**config.mk**
```make
export PLATFORM = sky130hd
export DESIGN_NAME = wb_stage_flat
export DESIGN_NICKNAME = d
export VERILOG_FILES = /design/src/rtl/wb_stage_pkg.sv /design/src/rtl/wb_stage_if.sv /design/src/rtl/wb_stage_load_extract.sv /design/src/rtl/wb_stage.sv /design/src/flat_wrapper.sv
export SDC_FILE = /design/constraint.sdc
export NUM_CORES = 1
export LEC_CHECK = 0
export ABC_AREA = 1
export CELL_PAD_IN_SITES_DETAIL_PLACEMENT = 0
export CELL_PAD_IN_SITES_GLOBAL_PLACEMENT = 2
export CORE_UTILIZATION = 36
export DETAILED_ROUTE_END_ITERATION = 10
export DONT_BUFFER_PORTS = 1
export PLACE_DENSITY = 0.86
export RECOVER_POWER = 50
export SYNTH_ARGS = -nofsm -noshare
export SYNTH_HDL_FRONTEND = slang
export SYNTH_SLANG_ARGS = --single-unit
```
**constraint.sdc**
```tcl
create_clock -name clk -period 6.3 [get_ports clk]
set_input_delay 0.315 -clock clk [delete_from_list [all_inputs] [get_ports clk]]
set_output_delay 0.315 -clock clk [all_outputs]
set_load 0.02 [all_outputs]
```
**src/rtl/wb_stage_pkg.sv**
```systemverilog
// rtl/wb_stage_pkg.sv - shared constants, types and helpers for the writeback stage
package wb_stage_pkg;

    localparam int WORD = 32;

    localparam logic [1:0] LS_BYTE = 2'd0;
    localparam logic [1:0] LS_HALF = 2'd1;
    localparam logic [1:0] LS_WORD = 2'd2;

    typedef enum logic {
        ST_IDLE     = 1'b0,
        ST_WAIT_MEM = 1'b1
    } wb_state_t;

    function automatic int clog2(input int n);
        int r;
        r = 0;
        while ((1 << r) < n) r++;
        return r;
    endfunction

    // Size code 3 behaves as a word access, so it must also be word-aligned.
    function automatic logic is_misaligned(input logic [1:0] size, input logic [1:0] offset);
        logic bad;
        bad = 1'b0;
        if (size == LS_HALF) bad = offset[0];
        else if (size != LS_BYTE) bad = (offset != 2'd0);
        return bad;
    endfunction

endpackage

```
**src/rtl/wb_stage_if.sv**
```systemverilog
// rtl/wb_stage_if.sv - MEM-to-WB retiring instruction handshake
interface wb_stage_if #(
    parameter int BITS = 5
);
    import wb_stage_pkg::*;

    logic             in_valid;
    logic             in_ready;
    logic             in_reg_write;
    logic             in_mem_to_reg;
    logic [BITS-1:0]  in_dest;
    logic [WORD-1:0]  in_alu_result;
    logic [1:0]       in_load_size;
    logic             in_load_unsigned;

    modport master (
        output in_valid, in_reg_write, in_mem_to_reg, in_dest,
               in_alu_result, in_load_size, in_load_unsigned,
        input  in_ready
    );

    modport slave (
        input  in_valid, in_reg_write, in_mem_to_reg, in_dest,
               in_alu_result, in_load_size, in_load_unsigned,
        output in_ready
    );

endinterface

```
**src/rtl/wb_stage_load_extract.sv**
```systemverilog
// rtl/wb_stage_load_extract.sv - big-endian byte/half/word select with sign or zero extension
module load_extract
    import wb_stage_pkg::*;
(
    input  logic [WORD-1:0] rdata,
    input  logic [1:0]      size,
    input  logic [1:0]      offset,
    input  logic            is_unsigned,
    output logic [WORD-1:0] data
);

    logic [7:0]  byte_sel;
    logic [15:0] half_sel;

    always_comb begin
        byte_sel = 8'h00;
        case (offset)
            2'd0:    byte_sel = rdata[31:24];
            2'd1:    byte_sel = rdata[23:16];
            2'd2:    byte_sel = rdata[15:8];
            default: byte_sel = rdata[7:0];
        endcase
    end

    assign half_sel = offset[1] ? rdata[15:0] : rdata[31:16];

    always_comb begin
        data = rdata;
        case (size)
            LS_BYTE: data = {{24{~is_unsigned & byte_sel[7]}}, byte_sel};
            LS_HALF: data = {{16{~is_unsigned & half_sel[15]}}, half_sel};
            default: data = rdata;
        endcase
    end

endmodule

```
**src/rtl/wb_stage.sv**
```systemverilog
// rtl/wb_stage.sv - MIPS writeback stage: result select, regfile write port, load wait, retire count
module wb_stage
    import wb_stage_pkg::*;
#(
    parameter int SIZE = 32,
    parameter int bits = clog2(SIZE)
) (
    input  logic             clk,
    input  logic             reset,
    wb_stage_if.slave        up,
    input  logic [WORD-1:0]  mem_rdata,
    input  logic             mem_rvalid,
    output logic             write,
    output logic [bits-1:0]  address_dest,
    output logic [WORD-1:0]  write_data,
    output logic             align_err,
    output logic             rvalid_err,
    output logic [31:0]      retired_count
);

    wb_state_t       state;
    logic [bits-1:0] ld_dest;
    logic            ld_reg_write;
    logic [1:0]      ld_size;
    logic            ld_unsigned;
    logic [1:0]      ld_offset;
    logic [WORD-1:0] ld_data;
    logic            alu_writes;
    logic            ld_writes;

    assign up.in_ready = (state == ST_IDLE);

    load_extract u_extract (
        .rdata       (mem_rdata),
        .size        (ld_size),
        .offset      (ld_offset),
        .is_unsigned (ld_unsigned),
        .data        (ld_data)
    );

    assign alu_writes = up.in_reg_write && (up.in_dest != '0);
    assign ld_writes  = ld_reg_write && (ld_dest != '0);

    // address_dest/write_data only move when a write actually happens.
    always_ff @(posedge clk or posedge reset) begin
        if (reset) begin
            state         <= ST_IDLE;
            write         <= 1'b0;
            address_dest  <= '0;
            write_data    <= '0;
            align_err     <= 1'b0;
            rvalid_err    <= 1'b0;
            retired_count <= '0;
            ld_dest       <= '0;
            ld_reg_write  <= 1'b0;
            ld_size       <= LS_BYTE;
            ld_unsigned   <= 1'b0;
            ld_offset     <= 2'd0;
        end else begin
            write     <= 1'b0;
            align_err <= 1'b0;
            case (state)
                ST_IDLE: begin
                    if (mem_rvalid) rvalid_err <= 1'b1;
                    if (up.in_valid) begin
                        if (!up.in_mem_to_reg) begin
                            write         <= alu_writes;
                            retired_count <= retired_count + 32'd1;
                            if (alu_writes) begin
                                address_dest <= up.in_dest;
                                write_data   <= up.in_alu_result;
                            end
                        end else if (is_misaligned(up.in_load_size, up.in_alu_result[1:0])) begin
                            align_err <= 1'b1;
                        end else begin
                            ld_dest      <= up.in_dest;
                            ld_reg_write <= up.in_reg_write;
                            ld_size      <= up.in_load_size;
                            ld_unsigned  <= up.in_load_unsigned;
                            ld_offset    <= up.in_alu_result[1:0];
                            state        <= ST_WAIT_MEM;
                        end
                    end
                end
                ST_WAIT_MEM: begin
                    if (mem_rvalid) begin
                        write         <= ld_writes;
                        retired_count <= retired_count + 32'd1;
                        state         <= ST_IDLE;
                        if (ld_writes) begin
                            address_dest <= ld_dest;
                            write_data   <= ld_data;
                        end
                    end
                end
                default: state <= ST_IDLE;
            endcase
        end
    end

endmodule
```
**src/flat_wrapper.sv**
```systemverilog
// flat-port wrapper written by rule: the top's interface ports become plain ports
module wb_stage_flat import wb_stage_pkg::*;
#(
    parameter int SIZE = 32,
    parameter int bits = clog2(SIZE)
)
  (clk, reset, mem_rdata, mem_rvalid, write, address_dest, write_data, align_err, rvalid_err, retired_count, up_in_valid, up_in_reg_write, up_in_mem_to_reg, up_in_dest, up_in_alu_result, up_in_load_size, up_in_load_unsigned, up_in_ready);
  wb_stage_if up_i ();
  input  logic clk;
  input  logic reset;
  input  logic [WORD-1:0] mem_rdata;
  input  logic mem_rvalid;
  output logic write;
  output logic [bits-1:0] address_dest;
  output logic [WORD-1:0] write_data;
  output logic align_err;
  output logic rvalid_err;
  output logic [31:0] retired_count;
  input wire logic [$bits(up_i.in_valid)-1:0] up_in_valid;
  input wire logic [$bits(up_i.in_reg_write)-1:0] up_in_reg_write;
  input wire logic [$bits(up_i.in_mem_to_reg)-1:0] up_in_mem_to_reg;
  input wire logic [$bits(up_i.in_dest)-1:0] up_in_dest;
  input wire logic [$bits(up_i.in_alu_result)-1:0] up_in_alu_result;
  input wire logic [$bits(up_i.in_load_size)-1:0] up_in_load_size;
  input wire logic [$bits(up_i.in_load_unsigned)-1:0] up_in_load_unsigned;
  output wire logic [$bits(up_i.in_ready)-1:0] up_in_ready;
  assign up_i.in_valid = up_in_valid;
  assign up_i.in_reg_write = up_in_reg_write;
  assign up_i.in_mem_to_reg = up_in_mem_to_reg;
  assign up_i.in_dest = up_in_dest;
  assign up_i.in_alu_result = up_in_alu_result;
  assign up_i.in_load_size = up_in_load_size;
  assign up_i.in_load_unsigned = up_in_load_unsigned;
  assign up_in_ready = up_i.in_ready;
  wb_stage #(.SIZE(SIZE), .bits(bits)) u_core (.clk(clk), .reset(reset), .up(up_i), .mem_rdata(mem_rdata), .mem_rvalid(mem_rvalid), .write(write), .address_dest(address_dest), .write_data(write_data), .align_err(align_err), .rvalid_err(rvalid_err), .retired_count(retired_count));
endmodule
```
==> results.md, run 1 <==
- Outcome: completed
- R2r worst-path depth: 9
- Seq/Total Area, Yosys: 0.427
- # clock sinks: 84
- Initial core utilization: 0.370
- Req. time, crit path: 6.53 ns
- Dpl hpwl: 10300 um
- Highest Clock Rate: 415 MHz
- Synth cell types: 30
- P_int: 1.18 mW
- # Post-CTS Setup Buffers: 0
- Row count: 42
- Fin. Hold Viols: 0
- Unrepaired setup endpoints after global routing: false
- Clock power share: 0.343
- Ant. Diodes: 0
- First-pass GRT wire length: 22200 um
- Post_cts resized: 0
- Routed Antenna Nets: 0
- Final setup fails: 0
- Syn_nets: 792
- Relative slew slack: 0.283
- DRC: 0
- Final layout net count: 779
- Largest net degree at the start of global routing: 85
- Clock Skews: 0.00819 ns
- Area Overhead vs Synth: 9.16%
- Critical path's largest stage delay: 0.48 ns
- Max Used Layer: met4
- Final clock period utilization by the worst path: 0.383
- Combinational share of power: 0.169
- Total GRT Usage: 0.204
- Input/output buffers: 0
- FF-to-FF Start: u_core.state$_DFF_PP0_
- Vias per cell: 4.99
- Number of global-route vias before repair: 4186
- Clk_lat worst skew: 0.35 ns
- Seq pwr share: 0.487
- Critical path fanouts, max: 37
- Post-Synthesis Cells: 713
- Total power: 1.84 mW
- Avg WL per Cell: 15.7 um
- Core Util, Final: 0.404
- Congestion Overflow GR: 0
- Clock-pin slew on the worst setup and hold paths: 0.06 ns
- CP endpoint kind: register
- Die Footprint: 0.0141 mm^2
- M1 wire length: 6000 um
- CP startpoint kind: register
- Die span in y: 119 um
- Max-cap viol count: 0
- Sw Ratio: 0.360
- Met3 WL: 1230 um
- Sum Neg Setup Slack: 0 ns
- Reg2reg setup slack: 3.89 ns
- Worst path slowest cell: dfrtp_1
- Min-Delay Startpoint: mem_rvalid
- Worst Setup EP: u_core.write_data[17]$_DFFE_PP0P_
- CP most frequent cell: nand2_1
- Worst Setup SP: u_core.state$_DFF_PP0_
- CP arrival: 2.64 ns
- Switching power: 660 uW
- Initial DRT Pass Iterations: 5
- PD cells: 342 mW/mm^2
- Root Driver: clkbuf_16
- Maximum vdd drop: 165 uV
- Crit-path cells: buf_4 > inv_6 > nand3_2 > inv_1 > nand3_4 > nand2_4 > inv_4 > nand2_1 > nand2_1
- Final slew viol count: 0
- Antenna violations before repair: 0
- Critical setup path kind: reg2reg
- Final wirelength: 13800 um
- Reg2reg end: u_core.write_data[17]$_DFFE_PP0P_
- Clk buf depth: 2
- H-tree Lvls: 3
- Synth warnings: 0
- Via count: 4395
- Leakage dissipation: 2.67 nW
- Die X: 119 um
- Met2 wire length: 6410 um
- Ports: 151
- Slew @ Worst Pin: 1.08 ns
- Share of layout cells above drive strength 1: 0.0496
- Synth Cell Area: 0.00492 mm^2
- Syn Area/Cell: 6.90 um^2
- Hold-fix buffers, CTS: 0
- Core ar.: 0.0133 mm^2
- CTS tree: done
- Iteration-0 DRC Markers: 318
- Synthesized flop and latch total: 84
- GPL Wtd Cong: 0.836
- Num CTS Buffers: 9
- Worst hold slack: 0.0664 ns
- Post-route minimum period: 2.41 ns
- HP Class: in2reg
==> critical path: cells and delay by family (launching register included) <==
kind / cells / cell delay, ns
and+or+nand+nor: 5 / 0.85
buffers and inverters: 4 / 0.90
DFF: 1 / 0.48
==> logic make-up (layout without fill, tap and decap cells) <==
family                     count (synthesis)  in the layout  share of synthesized area
adders and majority gates                  1              1                    0.00254
DFF                                       84             84                      0.427
and+or+nand+nor                          438            438                      0.376
xor gates and xnor gates                  17             17                     0.0303
buffers and inverters                     91             83                     0.0791
AOI/OAI and AO/OA                         82             82                     0.0850
==> layout by cell type (no fill, tap or decap), drive strengths merged <==
cell type / Yosys / routed
o211ai: 1 / 1
nand2: 275 / 275
nand4: 9 / 9
or2: 7 / 7
a21o: 1 / 1
bufinv: 0 / 3
clkinv: 0 / 1
clkbuf: 10 / 12
a22oi: 1 / 1
o21ai: 33 / 33
buf: 16 / 2
nand3b: 7 / 7
inv: 65 / 64
nand3: 58 / 58
clkinvlp: 0 / 1
xor2: 8 / 8
a21oi: 46 / 46
dfrtp: 84 / 84
nor2: 78 / 78
xnor2: 9 / 9
ha: 1 / 1
nor3: 4 / 4
==> cell type report <==
cell class	instances	area [um^2]
tap	176	220
sequential	84	2100
clock buffer	12	256
inverter	65	253
multi-input combinational	538	2430
fill	1394	7930
clock inverter	4	95.1
timing repair buffer	2	15.0
==> sequential cells by signal (all words and copies together) (netlist names), 2 cells and up <==
name                  count
u_core.retired_count     32
u_core.write_data        32
u_core.address_dest       5
u_core.ld_dest            5
u_core.ld_offset          2
u_core.ld_size            2
==> cells in the mapped netlist, drive strengths merged <==
cell,number,area share
clkbuf,10,0.0076
nand2,275,0.21
xnor2,9,0.016
or2,7,0.0089
dfrtp,84,0.43
nand3b,7,0.013
a22oi,1,0.0015
o21ai,33,0.034
xor2,8,0.014
a21o,1,0.0015
nor2,78,0.062
inv,65,0.051
buf,16,0.020
a21oi,46,0.047
nand3,58,0.064
o211ai,1,0.0015
nand4,9,0.011
ha,1,0.0025
nor3,4,0.0041
==> power by group through the flow <==
stage	combinational (mW)	sequential, mW	clock [mW]
global route	0.368	0.914	0.673
floorplan	0.279	0.855	0
CTS	0.315	0.897	0.642
detailed placement	0.314	0.905	0
global placement	0.304	0.904	0
finish	0.311	0.894	0.630
==> through the flow <==
step | instance area (um^2) | setup slack (ns) | instances
6_report | 5370 | 3.89 | 881
4_1_cts | 5370 | 3.87 | 881
5_1_grt | 5370 | 3.58 | 881
3_5_place_dp | 5020 | 3.87 | 865
2_1_floorplan | 4920 | 3.82 | 713
3_3_place_gp | 5020 | 3.96 | 865
==> layer usage <==
metal  up-vias  GRT usage
met3        13     0.0694
met4         0     0.0720
met2       155      0.322
met5         -          0
li1       2215          -
met1      2012      0.259
==> worst min-delay path by stage <==
stage                             endpoint  slack (ns)  depth (start not counted)
floorplan           u_core.state$_DFF_PP0_        0.41                          1
global placement    u_core.state$_DFF_PP0_        0.41                          1
detailed placement  u_core.state$_DFF_PP0_        0.42                          1
CTS                 u_core.state$_DFF_PP0_        0.06                          1
global route        u_core.state$_DFF_PP0_        0.07                          1
finish              u_core.state$_DFF_PP0_        0.07                          1
Note: power is estimated with default switching activity, not from simulation.
==> run 2, diff against run 1 <==
ABC_AREA = 0   (was 1)
CORE_UTILIZATION = 34   (was 36)
PLACE_DENSITY = 0.78   (was 0.86)
clock period = 2.2 ns   (was 6.3 ns; I/O delays follow)
==> results.md, run 2 <==
- Share of layout cells above drive strength 1: 0.120
- Clk_lat worst skew: 0.34 ns
- Critical path fanouts, max: 12
- Post-synth ARST share: 1.00
- Final clock period utilization by the worst path: 0.926
- Core ar.: 0.0122 mm^2
- Ports: 151
- Initial core utilization: 0.354
- Layout Cell Area excl Fill: 0.00550 mm^2
- Post-synth EDFFs: 0
- Synth warnings: 0
- Req. time, crit path: 2.42 ns
- HP Class: in2reg
- WHS Path Cells: 2
- Highest Clock Rate: 491 MHz
- Initial DRT Pass Iterations: 4
- Dominant cell type by area after synthesis: dfrtp_1
- PD cells: 963 mW/mm^2
- R2r worst-path depth: 3
- Core Util, Final: 0.450
- Dpl hpwl: 9740 um
- Ant. Diodes: 0
- Synth Cell Area: 0.00432 mm^2
- Iteration-0 DRC Markers: 222
- Placed insts: 613
- Leakage dissipation: 2.40 nW
- Area Overhead vs Synth: 27.2%
- FF/Latch Area: 0.00210 mm^2
- Largest regs: u_core.retired_count (32), u_core.write_data (32)
- Seq/Total Area, Yosys: 0.486
- Place WS: 0.109 ns
- Antenna violations before repair: 0
- Via count: 3676
- # clock sinks: 84
- Outcome: completed
- DRC: 0
- Top_reg_cell synth: dfrtp_1
- Syn Area/Cell: 9.87 um^2
- Met2 wire length: 6500 um
- Input/output buffers: 0
- Die span in y: 115 um
- Largest net degree at the start of global routing: 67
- Clk buf depth: 2
- Fin. Hold Viols: 0
- Root Driver: clkbuf_16
- Routed Antenna Nets: 0
- Placed Area: 0.00470 mm^2
- Area share of the largest cell type after synthesis: 0.486
- Clock-pin slew on the worst setup and hold paths: 0.07 ns
- CTS tree: done
- Clock Skews: 0.00786 ns
- Avg WL per Cell: 19.5 um
- Met3 WL: 1160 um
- Most frequent cells in the layout: dfrtp_1, nand2_1, dlygate4sd3_1
- CP startpoint kind: register
- Total GRT Usage: 0.212
- Fin cells: 684
- Synth top area cells: dfrtp_1, nand2_1, a221oi_1
- Final slew viol count: 0
- Post-synth top cells: dfrtp_1, nand2_1, o21ai_0, o21ai_1, nor2_1
- Relative slew slack: 0.127
- Unrepaired setup endpoints after global routing: false
- Critical setup path kind: reg2reg
- H-tree Lvls: 3
- Final worst setup slack: 0.162 ns
- Die X: 115 um
- Synth cell types: 48
- Max Used Layer: met4
- Post-route minimum period: 2.04 ns
- Slew @ Worst Pin: 1.30 ns
- CP endpoint kind: register
- Post-Synthesis Cells: 438
- Syn_nets: 517
- M1 wire length: 5230 um
- Num CTS Buffers: 9
- First-pass GRT wire length: 20700 um
- CP arrival: 2.26 ns
- Vias per cell: 5.37
- Die Footprint: 0.0132 mm^2
- Number of global-route vias before repair: 3782
- Top-count cell post-synth: dfrtp_1
- Sum Neg Setup Slack: 0 ns
- Most common cell after layout, fill and taps aside: dfrtp_1
- GPL Wtd Cong: 0.837
- Max-cap viol count: 0
- Final setup fails: 0
- Congestion Overflow GR: 0
- Final layout net count: 590
- Final wirelength: 13300 um
- Synthesized flop and latch total: 84
- Row count: 40
- Fill cells: 1246
- Maximum vdd drop: 586 uV
- Multi-input logic area: 0.00207 mm^2
## run 2: cell count changes in the layout (fill, tap and decap cells not counted), moves of 13 or more
cell / change
nand2_1: -195
nor2_1: -59
dlygate4sd3_1: +54
inv_1: -54
nand3_1: -46
a21oi_1: -43
o21ai_1: +19
a221oi_1: +16
clkbuf_1: +16
o22ai_1: +15
buf_4: +13
## run 2: final cells by class
type	instances	share of cell area
Clock buffer	10	0.0435
Clock inverter	6	0.0116
Inverter	9	0.00637
Multi-Input combinational cell	318	0.377
Sequential cell	84	0.382
Tap cell	168	0.0382
Timing Repair Buffer	89	0.141
## run 2: cell families (layout without fill, tap and decap cells)
logic type	count (synthesis)	in the layout	share of synthesized area
and+or+nand+nor	152	152	0.175
AOI/OAI and AO/OA	115	115	0.181
DFF	84	84	0.486
buffers and inverters	36	114	0.0376
xor gates and xnor gates	31	31	0.0645
muxes	19	19	0.0530
adders and majority gates	1	1	0.00289
## run 2: final timing paths
kind / from / to / slack (ns)
min in group asynchronous: reset / u_core.write_data[25]$_DFFE_PP0P_ / 0.50
worst min-delay path: mem_rdata[24] / u_core.write_data[24]$_DFFE_PP0P_ / 0.008
worst min register to register: u_core.ld_dest[2]$_DFFE_PP0P_ / u_core.ld_dest[2]$_DFFE_PP0P_ / 0.53
worst max-delay path: u_core.state$_DFF_PP0_ / u_core.ld_dest[0]$_DFFE_PP0P_ / 0.16
worst max register to register: u_core.state$_DFF_PP0_ / u_core.ld_dest[0]$_DFFE_PP0P_ / 0.16
max in group asynchronous: reset / u_core.retired_count[31]$_DFFE_PP0P_ / 0.83
## run 2: metrics by stage
stage | total power, mW | hold slack [ns]
finish | 5.29 | 0.00844
global route | 5.61 | 0.0440
CTS | 5.39 | 0.00255
detailed placement | 3.74 | 0.108
global placement | 3.70 | 0.104
floorplan | 3.31 | 0.206
## run 2: power by group
part / internal, mW / switching, mW
clock network: 0.908 / 0.627
logic: 0.526 / 0.692
registers: 1.90 / 0.643
total: 3.33 / 1.96
## run 2: what timing repair did
action,in CTS,in global routing
gates resized for setup,0,1
endpoints found under the hold margin,69,0
buffers inserted,0,1
endpoints found under the setup margin,0,11
hold buffers,54,0
## run 2: critical path: stages (launching register included)
cell	delay, ns
dfrtp_1	0.44
inv_1	0.31
nand4_1	0.64
mux2_2	0.51
## run 2: layer usage
metal  vias up  global-route usage
met4         0               0.102
met5         -                   0
met2       128               0.354
li1       1737                   -
met3        27              0.0770
met1      1784               0.242
